`src/rtl/fifoout_rd_sched.sv`:
```
// Read-side scheduler for the 256-to-32 output prefetch FIFO.
// Pops words in frame/line order onto a registered valid/ready stream.
module fifoout_rd_sched #(
  parameter int DATA_W   = 32,
  parameter int H_ACTIVE = 1280,
  parameter int V_ACTIVE = 720,
  parameter int H_GAP    = 16,
  parameter int H_W      = 11,
  parameter int V_W      = 10
) (
  input  logic              rd_clk,
  input  logic              rd_rst,
  input  logic              frame_start,
  output logic              busy,
  output logic              line_req,
  output logic [V_W-1:0]    line_req_idx,
  output logic              fifo_rd_en,
  input  logic              fifo_rd_vld,
  input  logic [DATA_W-1:0] fifo_rd_data,
  output logic              out_valid,
  input  logic              out_ready,
  output logic [DATA_W-1:0] out_data,
  output logic              out_sof,
  output logic              out_eol,
  output logic              out_eof,
  output logic [15:0]       underflow_cnt
);

  localparam int G_W = $clog2(H_GAP + 1);

  typedef enum logic [2:0] {
    S_IDLE,
    S_PREFILL,
    S_LINE,
    S_GAP,
    S_DRAIN
  } state_t;

  state_t         state;
  state_t         state_nxt;
  logic [H_W-1:0] h;
  logic [V_W-1:0] v;
  logic [G_W-1:0] gap;
  logic           load;
  logic           last_h;
  logic           last_v;
  logic           gap_done;
  logic           starve;

  assign load     = (state == S_LINE) & fifo_rd_vld
                  & (~out_valid | out_ready);
  assign last_h   = h == H_W'(H_ACTIVE - 1);
  assign last_v   = v == V_W'(V_ACTIVE - 1);
  assign gap_done = gap == G_W'(H_GAP - 1);
  assign starve   = (state == S_LINE) & ~fifo_rd_vld
                  & (~out_valid | out_ready);
  assign fifo_rd_en = load;

  always_ff @(posedge rd_clk) begin
    if (rd_rst) state <= S_IDLE;
    else        state <= state_nxt;
  end

  always_comb begin
    state_nxt = state;
    unique case (state)
      S_IDLE:    if (frame_start) state_nxt = S_PREFILL;
      S_PREFILL: if (fifo_rd_vld) state_nxt = S_LINE;
      S_LINE: begin
        if (load & last_h)
          state_nxt = last_v ? S_DRAIN : S_GAP;
      end
      S_GAP:     if (gap_done) state_nxt = S_LINE;
      S_DRAIN:   if (!out_valid) state_nxt = S_IDLE;
      default:   state_nxt = S_IDLE;
    endcase
  end

  // Refill request runs one line ahead of the line being popped.
  always_comb begin
    line_req     = 1'b0;
    line_req_idx = '0;
    unique case (1'b1)
      (state == S_IDLE): line_req = frame_start;
      (state == S_LINE): begin
        line_req     = load & (h == '0) & ~last_v;
        line_req_idx = v + V_W'(1);
      end
      default: ;
    endcase
  end

  always_ff @(posedge rd_clk) begin
    if (rd_rst) begin
      busy          <= 1'b0;
      h             <= '0;
      v             <= '0;
      gap           <= '0;
      out_valid     <= 1'b0;
      out_data      <= '0;
      out_sof       <= 1'b0;
      out_eol       <= 1'b0;
      out_eof       <= 1'b0;
      underflow_cnt <= '0;
    end else begin
      if ((state == S_IDLE) & frame_start) begin
        busy <= 1'b1;
        h    <= '0;
        v    <= '0;
      end
      if ((state == S_DRAIN) & ~out_valid)
        busy <= 1'b0;
      if (state == S_GAP)
        gap <= gap + G_W'(1);
      if (load) begin
        out_valid <= 1'b1;
        out_data  <= fifo_rd_data;
        out_sof   <= (h == '0) & (v == '0);
        out_eol   <= last_h;
        out_eof   <= last_h & last_v;
        if (last_h) begin
          h   <= '0;
          gap <= '0;
          if (!last_v) v <= v + V_W'(1);
        end else begin
          h <= h + H_W'(1);
        end
      end else if (out_valid & out_ready) begin
        out_valid <= 1'b0;
      end
      if (starve & (underflow_cnt != 16'hFFFF))
        underflow_cnt <= underflow_cnt + 16'd1;
    end
  end

endmodule

```
`config.mk`:
```
export PLATFORM = sky130hd
export DESIGN_NAME = fifoout_rd_sched
export DESIGN_NICKNAME = d
export VERILOG_FILES = /design/src/rtl/fifoout_rd_sched.sv
export SDC_FILE = /design/constraint.sdc
export NUM_CORES = 1
export LEC_CHECK = 0
export BUFFER_PORTS_ARGS = -buffer_cell sky130_fd_sc_hd__buf_2
export CAP_MARGIN = 20
export CORE_ASPECT_RATIO = 0.5
export CORE_MARGIN = 2
export CORE_UTILIZATION = 28
export CTS_CLUSTER_DIAMETER = 80
export DETAILED_ROUTE_END_ITERATION = 10
export HOLD_SLACK_MARGIN = 0.05
export PLACE_DENSITY = 0.46
export SKIP_LAST_GASP = 1
export SYNTH_ARGS = -nofsm -noshare
export SYNTH_HDL_FRONTEND = slang
export SYNTH_SLANG_ARGS = --single-unit
```
`constraint.sdc`:
```
create_clock -name rd_clk -period 2.4 [get_ports rd_clk]
set_input_delay 0.24 -clock rd_clk [delete_from_list [all_inputs] [get_ports rd_clk]]
set_output_delay 0.24 -clock rd_clk [all_outputs]
set_load 0.03 [all_outputs]
```
# Yosys cells after proc, flatten, opt, wreduce, memory -nomap -nowiden
# Cells that the tools add are included.
[totals]
reg_bits = 82
in_bits = 37
out_inout_bits = 65
wordCells = 73
[op_classes]
addsub = 4
eq_ne = 13
n_mux = 21
n_bitwise = 17
reduce_logical = 7
[op_table]
columns = ["cell", "count"]
rows = [
  ["two-way mux 10 bit", 5],
  ["two-way mux 11 bit", 3],
  ["two-way mux 3 bit", 6],
  ["adder 16 x 1 -> 16 bit (second input constant)", 1],
  ["!= test 16 bit (second input constant)", 1],
  ["two-way mux 5 bit", 3],
  ["one-hot mux 3 bit (5 select lines)", 1],
  ["AND 1 bit", 13],
  ["adder 11 x 1 -> 11 bit (second input constant)", 1],
  ["equality test 11 bit (second input constant)", 1],
  ["zero test 11 bit", 1],
  ["adder 10 x 1 -> 10 bit (second input constant)", 1],
  ["equality test 10 bit (second input constant)", 1],
  ["zero test 10 bit", 1],
  ["!= test 2 bit (second input constant)", 4],
  ["equality test 3 x 2 -> 1 bit (second input constant)", 2],
  ["adder 5 x 1 -> 5 bit (second input constant)", 1],
  ["equality test 5 x 4 -> 1 bit (second input constant)", 1],
  ["AND reduction 5 bit", 1],
  ["nonzero test 2 bit", 2],
  ["equality test 3 x 1 -> 1 bit (second input constant)", 1],
  ["equality test 3 bit (second input constant)", 1],
  ["zero test 3 bit", 1],
  ["inverter 1 bit", 3],
  ["other kinds (5)", 6],
]

# Depth between registers and ports, before layout
[logic_depth]
ltp_word = 6
ltp_mapped = 8
ltp_nobuf = 8

# Worst setup path before layout
# Ideal clock, no wire load.
[synth_timing]
path_type = "flip-flop to output port"
startpoint = "register state[2]"
endpoint = "output line_req"
arrival_ns = 2.020
t_required_ns = 2.160
setup_slack_ns = 0.140
path_stages_with_launch = 7
path_buffers = 1
cell_sequence = "dfxtp_1 buf_6 nor3b_2 nand3_2 inv_1 nand4_1 o31ai_1"
[synth_via]
elab_chain_len = 6
elab_cells_between_ends = 7
cone_classes = "eq/ne (1); mux (1); bitwise (4); reduce/logical (1)"
[synth_rtl]
columns = ["element", "line_no", "text"]
rows = [
  ["start, declared", "39", "state_t state;"],
  ["start signal, assigned", "61", "else state <= state_nxt;"],
  ["equality test 3 x 2 -> 1 bit", "50, 85", ""],
  ["AND 1 bit", "50", "assign load = (state == S_LINE) & fifo_rd_vld"],
  ["AND 1 bit", "51", "& (~out_valid | out_ready);"],
  ["AND 1 bit (2 in a row)", "86", "line_req = load & (h == '0) & ~last_v;"],
  ["one-hot mux 1 bit (2 select lines) (*)", "83", "unique case (1'b1)"],
  ["end, declared", "15", "output logic line_req,"],
]
# Every way passes the cells marked *; elsewhere a longest branch is shown, timed or not.

# Worst setup path in the final report
[layout_timing]
startpoint = "register h[0]"
endpoint = "output line_req"
[layout_via]
elab_chain_len = 4
[layout_rtl]
columns = ["element", "line_no", "text"]
rows = [
  ["start, declared", "41", "logic [H_W-1:0] h;"],
  ["start signal, assigned", "126", "h <= h + H_W'(1);"],
  ["zero test 11 bit", "86", ""],
  ["AND 1 bit (2 in a row)", "86", ""],
  ["one-hot mux 1 bit (2 select lines)", "83", ""],
]
# Every way passes these cells.

==> run metrics <==
Ports 102; Nets 616; final worst slack 184 ps; Leak Pwr 1.93 nW; worst min-delay path class primary input to flip-flop; Worst Setup Path Type flip-flop to output pin; Worst Setup Start Kind flip-flop; core area 13400 µm²; clk sinks 82; Post-DP HPWL 6.83 mm; Post-Route Skew 6.65 ps; Root Buffer clkbuf_16; vias in the first global route 3104; critical path arrival 1980 ps; Top FF cell, synth dfxtp_1; final setup violation count 0; yosys warns 0; Final Max Tran Viols 0; total of max-cap violations 0; highest clock rate 451 MHz; n_diodes 0; initial antenna violation count 0; CTS tree done; Power Density 658 nW/µm²; FFs w/ async S/R, synth 0%; Routed WL per cell 13.1 µm; Fin Setup TNS 0 ps; min Tclk post-route 2220 ps; Mean Syn Cell Area 8.01 µm²; Max Root-Sink Buffers 2; Critical Path Max Stage Delay 340 ps; FF/Latch Area 1640 µm²; worst-path fanout max 4; Starting Density 28.4%; Post-CTS Resized 0; CP max-delay cell dfxtp_1; Rel. slew slack 66.3%; Design Power 3.17 mW; Die H 86.4 µm; Rows 30; Seq/Total Area, Yosys 43.2%; RSZ-0062 raised after global routing no; Worst-Skew Late Latency 330 ps; EDFF count, synth 0; first-pass GRT wire length 15.7 mm; multi-input logic area 2010 µm²; largest net degree at the start of global routing 45; placed cell area 4500 µm²; Cells after Synth 475; hold-fix buffers at CTS 0; Total Wirelength 9.84 mm; post-synthesis register bit count 82; Initial DRC Count 163; grt total ovfl 0; Total Routing Usage GR 13.5%; CTS Buf Count 9; Final Cycle Share 92.3%; fillers 1431; Yosys cell types 49; Synth Cell Area 3800 µm²; Worst Tran Pin Value 506 ps; Die W 169 µm; H-tree Lvls 3; die area 14600 µm²; Worst-path clk slew 70 ps; post-CTS setup buffers 0; dpl ws 320 ps; CP Cell Sequence inv_1 > ha_1 > nor4b_1 > nand4_1 > o31ai_1 > buf_2; final hold viol count 0; TritonRoute pass-1 iters 4; Synth Net Count 519; vias per std cell 4.70; GP Congestion 0.770; maximum VDD drop 0.254 mV; Worst setup EP type output pin; post-route cell area 4820 µm²; Worst EP required 2160 ps; PortBufs 101; antenna-violating nets left 0; routed via count 3538; # DRC 0; area grow syn2layout 26.7%; status finished clean; share of cells above drive strength 1 23.2%
## through the flow
stage / util, % / hold slack [ps] / cells
floorplan: - / 376 / 475
CTS: 35.9 / 121 / 753
global placement: 33.6 / 440 / 737
finish: 36.0 / 133 / 753
detailed placement: 33.6 / 443 / 737
global route: 36.0 / 123 / 753
## path summary, 6_finish.rpt
path	end	from	slack, ps	depth (start not counted)
worst max register to register	underflow_cnt[7]$_SDFFE_PP0P_	state[1]$_SDFFE_PP0P_	330	5
worst min-delay path	out_data[15]$_SDFFE_PP0P_	fifo_rd_data[15]	130	3
worst max-delay path	line_req	h[0]$_SDFFE_PP0P_	180	6
worst min register to register	out_data[11]$_SDFFE_PP0P_	out_data[11]$_SDFFE_PP0P_	450	2
## worst max-delay path: cells and delay by family (launching register included)
| kind | cells | cell delay [ps] |
|---|---|---|
| AND/OR/NAND/NOR | 2 | 480 |
| buffers and inverters | 2 | 350 |
| flip-flops | 1 | 340 |
| AO/OA/AOI/OAI | 1 | 330 |
| adder cells (fa/ha/maj) | 1 | 140 |
## registers in the layout, indices dropped and copies added (netlist names)
| name | flops |
|---|---|
| underflow_cnt | 16 |
| out_data | 32 |
| out_valid | 1 |
| out_eol | 1 |
| gap | 5 |
| v | 10 |
| out_eof | 1 |
| busy | 1 |
| h | 11 |
| state | 3 |
| out_sof | 1 |
## where the power goes
| part | total, mW | switching [mW] | internal [mW] |
|---|---|---|---|
| clock network | 1.43 | 0.584 | 0.849 |
| registers | 1.42 | 0.0218 | 1.39 |
| logic | 0.322 | 0.221 | 0.101 |
## metal layers
metal | track usage (%) | vias to the layer above | wire (µm)
met5 | 0 | - | 0
met4 | 4.00 | 0 | 82
met3 | 3.97 | 4 | 556
met2 | 20.2 | 89 | 4140
met1 | 18.8 | 1587 | 5060
li1 | - | 1858 | -
## synthesized netlist by cell type (6+ instances only)
cell	count	area share, %
and2_1	11	1.8
nor3_1	10	1.3
a21oi_1	55	7.2
xor2_1	14	3.2
o21a_1	6	1.2
nand2_1	97	9.6
buf_2	7	0.92
ha_1	7	2.3
nand3_1	13	1.7
inv_1	10	0.99
and3_1	11	1.8
nand4_1	10	1.6
o21ai_0	13	1.7
dfxtp_1	82	43
or3_1	7	1.2
clkbuf_1	15	1.5
nor2_1	36	3.6
## cell type report
type	instances	area share, %
multi-input cells	357	41.7
flip-flops and latches	82	34.1
repair buffers	112	12.5
clock buffers	10	4.96
well taps	176	4.57
clock inverters	6	1.51
inverters	10	0.779
## placed cells by master (no fill, tap or decap), types with 7 or more instances in the layout
master and n:
and3_1 11, xor2_1 14, nor3_1 10, and2_1 11, dfxtp_1 82, o21ai_0 13
nand4_1 10, nand2_1 97, nand3_1 13, a21oi_1 55, buf_4 10, buf_2 101
nor2_1 36, ha_1 7, or3_1 7, clkbuf_16 9, inv_1 10
## kinds of logic (layout without fill, tap and decap cells)
group | count (synthesis) | after routing | share of synthesized area, %
AO/OA/AOI/OAI | 103 | 103 | 16.0
XOR/XNOR | 18 | 18 | 4.14
adder cells (fa/ha/maj) | 7 | 7 | 2.30
buffers and inverters | 36 | 138 | 4.18
flip-flops | 82 | 82 | 43.2
multiplexers | 3 | 3 | 0.790
AND/OR/NAND/NOR | 226 | 226 | 29.4
Power figures use the tool's default switching activity.
